<file path="src/rtl/chop_mult_pipe_acc_if.sv">
// Operand/result bundle of the pipelined chopped multiplier.
// The master side drives operands and controls, and the slave side returns products and the accumulator.
interface chop_mult_pipe_acc_if #(
    parameter int WIDTH  = 12,
    parameter int LEVELS = 2,
    parameter int MODE_W = 2
);
    localparam int NL = 1 << LEVELS;

    logic                 in_valid;
    logic [WIDTH-1:0]     A;
    logic [WIDTH-1:0]     B;
    logic                 A_sign;
    logic                 B_sign;
    logic [MODE_W-1:0]    mode;
    logic                 acc_en;
    logic                 acc_clr;
    logic                 out_valid;
    logic [2*WIDTH-1:0]   P;
    logic                 acc_valid;
    logic [2*WIDTH-1:0]   ACC;
    logic [NL-1:0]        acc_ovf;

    modport master (
        output in_valid, A, B, A_sign, B_sign, mode, acc_en, acc_clr,
        input  out_valid, P, acc_valid, ACC, acc_ovf
    );
    modport slave (
        input  in_valid, A, B, A_sign, B_sign, mode, acc_en, acc_clr,
        output out_valid, P, acc_valid, ACC, acc_ovf
    );
endinterface

</file>
<file path="src/rtl/chop_mult_pipe_acc.sv">
// Pipelined split-precision multiplier: one WIDTH x WIDTH product or 2^L isolated lane products per cycle,
// with an optional lane-isolated accumulator that keeps a sticky overflow bit for each lane.
module chop_mult_lane #(
    parameter int W = 3
) (
    input  logic [W-1:0]   a,
    input  logic [W-1:0]   b,
    input  logic           a_sign,
    input  logic           b_sign,
    input  logic [2*W-1:0] acc,
    input  logic [2*W-1:0] p,
    input  logic           sgn,
    output logic [2*W-1:0] prod,
    output logic [2*W-1:0] sum,
    output logic           ovf
);
    logic [2*W-1:0] ax, bx;
    logic           c;

    // The low 2W bits of the extended product are exact for every sign mix.
    assign ax   = a_sign ? {{W{a[W-1]}}, a} : {{W{1'b0}}, a};
    assign bx   = b_sign ? {{W{b[W-1]}}, b} : {{W{1'b0}}, b};
    assign prod = ax * bx;

    assign {c, sum} = {1'b0, acc} + {1'b0, p};
    assign ovf = sgn ? ((acc[2*W-1] == p[2*W-1]) && (sum[2*W-1] != acc[2*W-1])) : c;
endmodule

module chop_mult_pipe_acc #(
    parameter int WIDTH       = 12,
    parameter int LEVELS      = 2,
    parameter int PIPE_STAGES = 2,
    parameter int MODE_W      = 2
) (
    input  logic                clk,
    input  logic                reset,
    chop_mult_pipe_acc_if.slave bus
);
    localparam int NL = 1 << LEVELS;
    localparam int PW = 2 * WIDTH;

    typedef struct packed {
        logic [WIDTH-1:0]  a;
        logic [WIDTH-1:0]  b;
        logic              a_sign;
        logic              b_sign;
        logic [MODE_W-1:0] lvl;
        logic              acc_en;
        logic              acc_clr;
    } req_t;

    req_t                   req_in, req_mul;
    logic                   mul_vld;
    logic [PIPE_STAGES-1:0] vld_pipe;

    logic [PW-1:0]     p_q, acc_q;
    logic [NL-1:0]     ovf_q;
    logic              acc_vld_q;
    logic [MODE_W-1:0] p_lvl, last_lvl;
    logic              p_sgn, p_acc_en, p_acc_clr;

    logic [PW-1:0] prod_lvl [LEVELS+1];
    logic [PW-1:0] sum_lvl  [LEVELS+1];
    logic [NL-1:0] ovf_lvl  [LEVELS+1];
    logic [PW-1:0] prod_sel, sum_sel;
    logic [NL-1:0] ovf_sel;

    always_comb begin
        req_in.a       = bus.A;
        req_in.b       = bus.B;
        req_in.a_sign  = bus.A_sign;
        req_in.b_sign  = bus.B_sign;
        req_in.lvl     = (bus.mode > MODE_W'(LEVELS)) ? MODE_W'(LEVELS) : bus.mode;
        req_in.acc_en  = bus.acc_en;
        req_in.acc_clr = bus.acc_clr;
    end

    always_ff @(posedge clk or posedge reset) begin
        if (reset) begin
            vld_pipe <= '0;
        end else begin
            vld_pipe[0] <= bus.in_valid;
            for (int i = 1; i < PIPE_STAGES; i++) vld_pipe[i] <= vld_pipe[i-1];
        end
    end

    // Operands travel down the pipe, and the multiply feeds the final product register.
    if (PIPE_STAGES == 1) begin : g_nopipe
        assign req_mul = req_in;
        assign mul_vld = bus.in_valid;
    end else begin : g_pipe
        req_t req_pipe [PIPE_STAGES-1];
        always_ff @(posedge clk or posedge reset) begin
            if (reset) begin
                for (int i = 0; i < PIPE_STAGES-1; i++) req_pipe[i] <= '0;
            end else begin
                req_pipe[0] <= req_in;
                for (int i = 1; i < PIPE_STAGES-1; i++) req_pipe[i] <= req_pipe[i-1];
            end
        end
        assign req_mul = req_pipe[PIPE_STAGES-2];
        assign mul_vld = vld_pipe[PIPE_STAGES-2];
    end

    // Every split level is built in parallel, and the item's own level picks the result.
    for (genvar l = 0; l <= LEVELS; l++) begin : g_lvl
        localparam int LW = WIDTH >> l;
        localparam int LN = 1 << l;
        logic [LN-1:0] ovf_l;
        for (genvar k = 0; k < LN; k++) begin : g_lane
            chop_mult_lane #(.W(LW)) u_lane (
                .a      (req_mul.a[k*LW +: LW]),
                .b      (req_mul.b[k*LW +: LW]),
                .a_sign (req_mul.a_sign),
                .b_sign (req_mul.b_sign),
                .acc    (acc_q[k*2*LW +: 2*LW]),
                .p      (p_q[k*2*LW +: 2*LW]),
                .sgn    (p_sgn),
                .prod   (prod_lvl[l][k*2*LW +: 2*LW]),
                .sum    (sum_lvl[l][k*2*LW +: 2*LW]),
                .ovf    (ovf_l[k])
            );
        end
        assign ovf_lvl[l] = NL'(ovf_l);
    end

    always_comb begin
        prod_sel = '0;
        sum_sel  = '0;
        ovf_sel  = '0;
        for (int l = 0; l <= LEVELS; l++) begin
            if (req_mul.lvl == MODE_W'(l)) prod_sel = prod_lvl[l];
            if (p_lvl == MODE_W'(l)) begin
                sum_sel = sum_lvl[l];
                ovf_sel = ovf_lvl[l];
            end
        end
    end

    always_ff @(posedge clk or posedge reset) begin
        if (reset) begin
            p_q       <= '0;
            p_lvl     <= '0;
            p_sgn     <= 1'b0;
            p_acc_en  <= 1'b0;
            p_acc_clr <= 1'b0;
            acc_q     <= '0;
            ovf_q     <= '0;
            acc_vld_q <= 1'b0;
            last_lvl  <= '0;
        end else begin
            if (mul_vld) begin
                p_q       <= prod_sel;
                p_lvl     <= req_mul.lvl;
                p_sgn     <= req_mul.a_sign | req_mul.b_sign;
                p_acc_en  <= req_mul.acc_en;
                p_acc_clr <= req_mul.acc_clr;
            end
            acc_vld_q <= vld_pipe[PIPE_STAGES-1] && p_acc_en;
            if (vld_pipe[PIPE_STAGES-1] && p_acc_en) begin
                // A lane layout change makes the old lane sums meaningless, so the accumulator restarts.
                if (p_acc_clr || (p_lvl != last_lvl)) begin
                    acc_q <= p_q;
                    ovf_q <= '0;
                end else begin
                    acc_q <= sum_sel;
                    ovf_q <= ovf_q | ovf_sel;
                end
                last_lvl <= p_lvl;
            end
        end
    end

    assign bus.out_valid = vld_pipe[PIPE_STAGES-1];
    assign bus.P         = p_q;
    assign bus.acc_valid = acc_vld_q;
    assign bus.ACC       = acc_q;
    assign bus.acc_ovf   = ovf_q;
endmodule

</file>
<file path="src/flat_wrapper.sv">
// flat-port wrapper written by rule: the top's interface ports become plain ports
module chop_mult_pipe_acc_flat 
#(
    parameter int WIDTH       = 12,
    parameter int LEVELS      = 2,
    parameter int PIPE_STAGES = 2,
    parameter int MODE_W      = 2
)
  (clk, reset, bus_in_valid, bus_A, bus_B, bus_A_sign, bus_B_sign, bus_mode, bus_acc_en, bus_acc_clr, bus_out_valid, bus_P, bus_acc_valid, bus_ACC, bus_acc_ovf);
  chop_mult_pipe_acc_if #(.WIDTH(WIDTH), .LEVELS(LEVELS), .MODE_W(MODE_W)) bus_i ();
  input  logic clk;
  input  logic reset;
  input wire logic [$bits(bus_i.in_valid)-1:0] bus_in_valid;
  input wire logic [$bits(bus_i.A)-1:0] bus_A;
  input wire logic [$bits(bus_i.B)-1:0] bus_B;
  input wire logic [$bits(bus_i.A_sign)-1:0] bus_A_sign;
  input wire logic [$bits(bus_i.B_sign)-1:0] bus_B_sign;
  input wire logic [$bits(bus_i.mode)-1:0] bus_mode;
  input wire logic [$bits(bus_i.acc_en)-1:0] bus_acc_en;
  input wire logic [$bits(bus_i.acc_clr)-1:0] bus_acc_clr;
  output wire logic [$bits(bus_i.out_valid)-1:0] bus_out_valid;
  output wire logic [$bits(bus_i.P)-1:0] bus_P;
  output wire logic [$bits(bus_i.acc_valid)-1:0] bus_acc_valid;
  output wire logic [$bits(bus_i.ACC)-1:0] bus_ACC;
  output wire logic [$bits(bus_i.acc_ovf)-1:0] bus_acc_ovf;
  assign bus_i.in_valid = bus_in_valid;
  assign bus_i.A = bus_A;
  assign bus_i.B = bus_B;
  assign bus_i.A_sign = bus_A_sign;
  assign bus_i.B_sign = bus_B_sign;
  assign bus_i.mode = bus_mode;
  assign bus_i.acc_en = bus_acc_en;
  assign bus_i.acc_clr = bus_acc_clr;
  assign bus_out_valid = bus_i.out_valid;
  assign bus_P = bus_i.P;
  assign bus_acc_valid = bus_i.acc_valid;
  assign bus_ACC = bus_i.ACC;
  assign bus_acc_ovf = bus_i.acc_ovf;
  chop_mult_pipe_acc #(.WIDTH(WIDTH), .LEVELS(LEVELS), .PIPE_STAGES(PIPE_STAGES), .MODE_W(MODE_W)) u_core (.clk(clk), .reset(reset), .bus(bus_i));
endmodule
</file>
<file path="config.mk">
export PLATFORM = sky130hd
export DESIGN_NAME = chop_mult_pipe_acc_flat
export DESIGN_NICKNAME = d
export VERILOG_FILES = /design/src/rtl/chop_mult_pipe_acc_if.sv /design/src/rtl/chop_mult_pipe_acc.sv /design/src/flat_wrapper.sv
export SDC_FILE = /design/constraint.sdc
export NUM_CORES = 1
export LEC_CHECK = 0
export CAP_MARGIN = 20
export CORE_ASPECT_RATIO = 1.2
export CORE_UTILIZATION = 63
export CTS_BUF_LIST = sky130_fd_sc_hd__clkbuf_8 sky130_fd_sc_hd__clkbuf_16
export CTS_CLUSTER_DIAMETER = 100
export DETAILED_ROUTE_END_ITERATION = 7
export GPL_ROUTABILITY_DRIVEN = 0
export PLACE_DENSITY = 0.81
export SLEW_MARGIN = 20
export SYNTH_ARGS = -nofsm -noshare
export SYNTH_HDL_FRONTEND = slang
export SYNTH_SLANG_ARGS = --single-unit
</file>
<file path="constraint.sdc">
create_clock -name clk -period 7.65 [get_ports clk]
set_input_delay 0.765 -clock clk [delete_from_list [all_inputs] [get_ports clk]]
set_output_delay 0.765 -clock clk [all_outputs]
set_load 0.03 [all_outputs]
</file>
==> results of run 1 <==
cells in the final DEF (no fill, tap or decap), types with 20 or more instances in the layout:
| cell type | count |
|---|---|
| nor2_1 | 54 |
| and3_1 | 31 |
| fa_1 | 246 |
| and2_1 | 82 |
| xnor2_1 | 101 |
| xor2_1 | 37 |
| o21ai_0 | 74 |
| a21oi_1 | 78 |
| clkdlybuf4s50_1 | 86 |
| a21o_1 | 20 |
| inv_1 | 400 |
| nor3_1 | 23 |
| dfrtp_1 | 91 |
| ha_1 | 183 |
| nand2_1 | 139 |
power by group through the flow:
stage	registers (mW)	logic, mW	clock network (mW)
2_1_floorplan	0.978	5.31	0
3_3_place_gp	0.812	6.85	0
6_report	0.815	7.28	0.525
5_1_grt	0.831	8.11	0.548
4_1_cts	0.808	7.22	0.530
3_5_place_dp	0.816	7.12	0
final timing paths:
| kind | startpoint | to | slack [ns] | cells after the start |
|---|---|---|---|---|
| max in group asynchronous | reset | u_core.bus.P[3]$_DFFE_PP0P_ | 5.97 | 3 |
| max reg2reg | u_core.g_pipe.req_pipe[22]$_DFF_PP0_ | u_core.bus.P[22]$_DFFE_PP0P_ | 0.50 | 23 |
| min in group asynchronous | reset | u_core.g_pipe.req_pipe[2]$_DFF_PP0_ | 0.67 | 2 |
| min reg2reg | u_core.g_pipe.req_pipe[1]$_DFF_PP0_ | u_core.p_acc_en$_DFFE_PP0P_ | 0.49 | 1 |
| max | u_core.g_pipe.req_pipe[22]$_DFF_PP0_ | u_core.bus.P[22]$_DFFE_PP0P_ | 0.50 | 23 |
| min | u_core.g_pipe.req_pipe[1]$_DFF_PP0_ | u_core.p_acc_en$_DFFE_PP0P_ | 0.49 | 1 |
cell families after synthesis:
family / after synthesis / synth area share
buffers and inverters: 477 / 0.110
XOR/XNOR: 142 / 0.0772
flip-flops: 92 / 0.139
multiplexers: 11 / 0.00694
adder cells (fa/ha/maj): 429 / 0.435
AO/OA/AOI/OAI: 284 / 0.114
AND/OR/NAND/NOR: 395 / 0.118
cell usage after synthesis (5+ instances only):
cell / instances
inv_1: 400
fa_1: 246
ha_1: 183
nand2_1: 139
xnor2_1: 101
dfrtp_1: 92
and2_1: 82
a21oi_1: 78
o21ai_0: 74
clkbuf_1: 66
nor2_1: 55
xor2_1: 37
and3_1: 31
nor3_1: 24
a21o_1: 20
nand3_1: 18
nand2b_1: 14
nor2b_1: 13
o211ai_1: 11
a22oi_1: 9
a31oi_1: 9
a221o_1: 8
o21bai_1: 8
mux2i_1: 7
buf_4: 5
o21a_1: 5
o21ai_1: 5
sequential cells by signal (all words and copies together), names as in the netlist:
name	flops
u_core.last_lvl	2
u_core.p_acc_clr	1
u_core.bus.ACC	24
u_core.p_acc_en	1
u_core.g_pipe.req_pipe	30
u_core.p_lvl	2
u_core.bus.acc_ovf	4
u_core.bus.P	24
u_core.p_sgn	1
u_core.vld_pipe	2
u_core.bus.acc_valid	1
final cells by class:
type	instances	area [um^2]
Clock buffer	10	239
Clock inverter	6	86.3
Fill cell	1931	7690
Inverter	400	1500
Multi-Input combinational cell	1261	12500
Sequential cell	92	2300
Tap cell	330	413
Timing Repair Buffer	105	1010
metrics by stage:
step                      hold WS [ns]  instance area, um^2   util
final                            0.489                18000  0.701
after global routing             0.506                18000  0.701
after CTS                        0.494                18000  0.701
after detailed placement         0.481                17700  0.688
after global placement           0.462                17700  0.688
after floorplan                  0.352                16600      -
layer usage:
metal	global-route usage	part of all wire	up-vias
met1	0.431	0.38	6454
li1	-	-	5839
met5	0	0.00021	-
met2	0.583	0.50	591
met3	0.0533	0.080	146
met4	0.136	0.041	2
==> results.py, run 1 <==
metrics = {
    "floorplan": {
        "die_x_um": 150,
        "io_pins": 87,
        "core-area_um2": 25700,
        "start_util": 0.645,
        "die_area_um2": 27000,
        "placementRows": 64,
        "fp.dieH_um": 180,
    },
    "logic_synthesis": {
        "ys_ff_latch": 92,
        "synth_top_area_frac": 0.297,
        "synth_top_area_cell": "fa_1",
        "synth_edf_count": 0,
        "syn_nets": 2292,
        "synthTopCellsByArea": "fa_1 30%, dfrtp_1 14%, ha_1 14%",
        "ys_seq_area_frac": 0.139,
        "synthArstFlopShare": 1.00,
        "yosysWarnings": 0,
        "synth_area_um2": 16600,
        "synth_cells": 1830,
        "yosysUniqueCellTypes": 76,
        "avgSynthCellArea_um2": 9.06,
        "ys.flop_type": "dfrtp_1",
    },
    "timing": {
        "setup_ws_ns": 0.498,
        "fin_setup_tns_ns": 0,
        "fin_crit_sh": 0.935,
        "layout_min_cycle_time_ns": 7.15,
        "slew_headroom": 0.353,
        "rsz0062_at_grt": "no",
        "tightest_slew_ns": 0.969,
        "setup_violations": 0,
        "fmax_mhz": 140,
        "fin_worst_skew_ns": 0.0132,
        "finalMaxSlewViolations": 0,
        "hold_violations": 0,
    },
    "grt": {
        "first_global_vias": 13979,
        "grt.total_usage": 0.342,
        "grt_pass1_wl_mm": 71.2,
        "gr-total-overflow": 0,
        "antenna_found_initial": 1,
        "grt_max_degree": 78,
    },
    "critical_path": {
        "critPathArrivalTime_ns": 7.40,
        "crit_chain": "nand2_1 > fa_1 > inv_1 > fa_1 > inv_1 > fa_1 > inv_1 > ha_1 > fa_1 > inv_1 > fa_1 > fa_1 > inv_1 > ha_1 > a21o_1 > a2111oi_4 > nand3_1 > a31oi_1 > o21ai_1 > a41oi_1 > xor2_1 > nor3_1 > o22a_1",
        "cp_max_fo": 16,
        "cp.required_ns": 7.90,
        "critPathMaxStageDelay_ns": 0.86,
        "path_delay_family": "adder cells",
        "crit_top_cell": "fa_1",
        "critPathBufInv": 5,
        "crit_path_end_kind": "flip-flop",
        "start_kind": "flip-flop",
        "slowest_stage": "dfrtp_1",
        "criticalPathCategory": "flip-flop to flip-flop",
    },
    "placed_design": {
        "dp_cells": 2188,
        "portBuffers": 86,
        "hpwlAfterDp_mm": 34.5,
        "pre_cts_ws_ns": 0.708,
    },
    "clock_network": {
        "cts_resized": 0,
        "hold_buffers": 0,
        "post_cts.repair.setup_buffers": 0,
        "clock-sinks": 92,
        "path_clk_slew_ns": 0.07,
        "cts_tree": "built",
        "numCtsBuffers": 9,
        "h-tree-depth": 3,
        "clk_latency_ns": 0.38,
        "clock_path_buffers": 2,
        "root_buffer": "clkbuf_16",
    },
    "detailed_routing": {
        "drt-pass1-iter-count": 7,
        "drcViolationCount": 0,
        "vias": 13032,
        "drtIter0Drc": 1056,
        "routedWlPerCell_um": 19.5,
        "viasPerCell": 5.91,
        "ant_nets": 0,
        "routed_wirelength_mm": 42.9,
    },
    "pwr": {
        "internal-power_mw": 4.02,
        "switchingPower_mw": 4.60,
        "seqPwrFrac": 0.095,
        "pwr-share-clk": 0.061,
        "power_mw": 8.62,
        "leakagePower_nw": 9.09,
        "irDropWorstVdd_v": 0.000327,
        "combPwrFrac": 0.844,
        "power.share.switching": 0.534,
        "power.density_nw_per_um2": 478,
    },
    "hold_path": {
        "hold_path_class": "flip-flop to flip-flop",
    },
    "job": {
        "maxCapViolations": 0,
    },
    "final_layout": {
        "nets": 2331,
        "layoutNonFillerInstCount": 2204,
        "drive_above_1_share": 0.0358,
        "area_growth_pct": 8.68,
        "n_antenna_cell": 0,
    },
    "outcome": {
        "status": "completed",
    },
}
No activity file was read; power rests on OpenSTA's default activity.
==> run 2, diff against run 1 <==
- SKIP_CTS_REPAIR_TIMING: unset -> 1
==> results of run 2 <==
The final DEF is identical to that of run 1; final timing and power are the same.
==> run 3, diff against run 2 <==
- ABC_CLOCK_PERIOD_IN_PS: unset -> 7650
- CORE_UTILIZATION: 63 -> 64
- CTS_BUF_LIST: sky130_fd_sc_hd__clkbuf_8 sky130_fd_sc_hd__clkbuf_16 -> sky130_fd_sc_hd__clkbuf_8
- PLACE_DENSITY: 0.81 -> 0.82
==> run 3 against run 2 <==
  * Register-to-register slack gained 0.07 ns
  * Combinational power fell by 2%
  * Sequential power about the same
  * Utilization about the same
  * Sequential share of layout area rose by 0.13 points
  * Sequential cell count stayed put
  * Routed wire length is 4.6% lower
  * First-iteration DRC count shrank 18%
  * Non-clock buffer count shrank 6
  * Die area is 1.5% lower
  * Via count is 1.5% lower
  * Critical path type unchanged
==> results.py, run 3 (synthesis gave the netlist of run 1 again) <==
metrics = {
    "final_layout": {
        "final_cell_mix": "399 x inv_1, 246 x fa_1, 183 x ha_1",
        "drive_above_1_share": 0.0327,
        "layoutNonFillerInstCount": 2197,
        "n_antenna_cell": 0,
        "final_common_cell": "inv_1",
        "nets": 2325,
        "regMostFlops": "u_core.g_pipe.req_pipe",
        "final_core_util": 0.700,
        "largest_reg_flops": 30,
        "nFillCells": 1967,
        "area_growth_pct": 7.61,
    },
    "timing": {
        "fin_setup_tns_ns": 0,
        "fin_worst_skew_ns": 0.0279,
        "layout_min_cycle_time_ns": 7.09,
        "slew_headroom": 0.341,
        "tightest_slew_ns": 0.989,
        "setup_violations": 0,
        "hold_violations": 0,
        "rsz0062_at_grt": "no",
        "fin_crit_sh": 0.926,
        "fmax_mhz": 141,
        "finalMaxSlewViolations": 0,
    },
    "clock_network": {
        "clk_latency_ns": 0.40,
        "root_buffer": "clkbuf_8",
        "clock-sinks": 92,
        "numCtsBuffers": 9,
        "path_clk_slew_ns": 0.10,
        "clock_path_buffers": 2,
        "h-tree-depth": 3,
        "cts_tree": "built",
    },
    "detailed_routing": {
        "drtIter0Drc": 869,
        "drt-pass1-iter-count": 5,
        "ant_nets": 0,
        "routedWlPerCell_um": 18.6,
        "vias": 12835,
        "routed_wirelength_mm": 40.9,
        "drcViolationCount": 0,
        "viasPerCell": 5.84,
    },
    "critical_path": {
        "critPathMaxStageDelay_ns": 0.89,
        "slowest_stage": "dfrtp_1",
        "cp.required_ns": 7.92,
        "reg2reg_to": "u_core.bus.P[23]$_DFFE_PP0P_",
        "critPathArrivalTime_ns": 7.36,
        "rr_worst_depth": 23,
        "start_kind": "flip-flop",
        "cp_max_fo": 16,
        "crit_chain": "nand2_1 > fa_1 > inv_1 > fa_1 > inv_1 > fa_1 > inv_1 > ha_1 > fa_1 > inv_1 > fa_1 > fa_1 > inv_1 > ha_1 > o2111ai_1 > or2_1 > a221oi_2 > a221oi_2 > a21oi_2 > a31oi_2 > xnor2_1 > nor3_2 > o22a_1",
        "r2r-start": "u_core.g_pipe.req_pipe[22]$_DFF_PP0_",
        "criticalPathCategory": "flip-flop to flip-flop",
        "critPathBufInv": 5,
        "path_delay_family": "adder cells",
        "crit_top_cell": "fa_1",
        "crit_path_end_kind": "flip-flop",
        "r2r_slack_ns": 0.56,
    },
    "pwr": {
        "power.share.switching": 0.536,
        "internal-power_mw": 3.87,
        "combPwrFrac": 0.858,
        "seqPwrFrac": 0.098,
        "power_mw": 8.33,
        "power.density_nw_per_um2": 467,
        "leakagePower_nw": 8.99,
        "switchingPower_mw": 4.47,
        "irDropWorstVdd_v": 0.000338,
        "pwr-share-clk": 0.044,
    },
    "grt": {
        "first_global_vias": 13711,
        "grt_pass1_wl_mm": 68.5,
        "met2_usage": 0.582,
        "antenna_found_initial": 0,
        "grt.total_usage": 0.335,
        "gr-total-overflow": 0,
        "gr-usage-met1": 0.406,
        "grt_max_degree": 61,
        "grt.busiest_layer": "met2",
        "met3_usage": 0.0565,
    },
    "hold_path": {
        "min_to": "u_core.p_acc_clr$_DFFE_PP0P_",
        "whs_path_depth": 1,
        "hp-start": "u_core.g_pipe.req_pipe[0]$_DFF_PP0_",
        "hold_path_class": "flip-flop to flip-flop",
    },
    "job": {
        "maxCapViolations": 0,
    },
    "placed_design": {
        "portBuffers": 86,
        "dp_cells": 2182,
        "hpwlAfterDp_mm": 33.1,
    },
    "floorplan": {
        "io_pins": 87,
        "start_util": 0.651,
        "fp.dieH_um": 178,
        "placementRows": 64,
        "die_area_um2": 26500,
        "core-area_um2": 25500,
        "die_x_um": 149,
    },
    "outcome": {
        "status": "completed",
    },
}
## run 3: changes by cell type in the layout (fill, tap and decap cells not counted), moves of 2 or more
cell and change:
clkbuf_8 +8, clkbuf_16 -9, clkinv_4 +2, buf_4 -5
## run 3: area by class of cell
type	count	area (um^2)	share of cell area
multi-input cells	1261	12500	0.699
well taps	330	413	0.0231
flip-flops and latches	92	2300	0.129
clock buffers	9	124	0.00694
repair buffers	99	958	0.0537
inverters	400	1500	0.0843
clock inverters	6	72.6	0.00407
## run 3: metal layers
| layer | routed length, um | vias to the layer above | part of all wire |
|---|---|---|---|
| met4 | 1910 | 0 | 0.047 |
| met2 | 20300 | 539 | 0.50 |
| met5 | 0 | - | 0 |
| met3 | 3180 | 139 | 0.078 |
| met1 | 15600 | 6339 | 0.38 |
| li1 | - | 5818 | - |
## run 3: metrics by stage
stage               worst slack [ns]  cell area, um^2  hold WS (ns)
floorplan                       1.18            16600         0.352
global placement               0.791            17600         0.459
detailed placement             0.635            17600         0.468
CTS                            0.607            17800         0.490
global route                   0.246            17800         0.507
finish                         0.563            17800         0.488
## run 3: worst max-delay path by stage
| stage | cells past startpoint | startpoint | slack, ns | end |
|---|---|---|---|---|
| after global placement | 23 | u_core.g_pipe.req_pipe[22]$_DFF_PP0_ | 0.79 | u_core.bus.P[23]$_DFFE_PP0P_ |
| final | 23 | u_core.g_pipe.req_pipe[22]$_DFF_PP0_ | 0.56 | u_core.bus.P[23]$_DFFE_PP0P_ |
| after floorplan | 24 | u_core.g_pipe.req_pipe[5]$_DFF_PP0_ | 1.18 | u_core.bus.P[23]$_DFFE_PP0P_ |
| after detailed placement | 23 | u_core.g_pipe.req_pipe[22]$_DFF_PP0_ | 0.64 | u_core.bus.P[23]$_DFFE_PP0P_ |
| after CTS | 23 | u_core.g_pipe.req_pipe[22]$_DFF_PP0_ | 0.61 | u_core.bus.P[23]$_DFFE_PP0P_ |
| after global routing | 23 | u_core.g_pipe.req_pipe[22]$_DFF_PP0_ | 0.25 | u_core.bus.P[23]$_DFFE_PP0P_ |
## run 3: power groups by stage
| stage | clock, mW | combinational (mW) | sequential, mW |
|---|---|---|---|
| 2_1_floorplan | 0 | 5.31 | 0.978 |
| 6_report | 0.364 | 7.15 | 0.817 |
| 3_3_place_gp | 0 | 6.82 | 0.814 |
| 5_1_grt | 0.392 | 8.01 | 0.833 |
| 3_5_place_dp | 0 | 7.07 | 0.819 |
| 4_1_cts | 0.372 | 7.11 | 0.809 |
## run 3: worst reg2reg max path, delay by kind of cell, from the launching register on
kind / cells / cell delay [ns]
adder cells (fa/ha/maj): 8 / 3.69
AO/OA/AOI/OAI: 6 / 1.33
flip-flops: 1 / 0.89
AND/OR/NAND/NOR: 3 / 0.60
buffers and inverters: 5 / 0.24
XOR/XNOR: 1 / 0.21
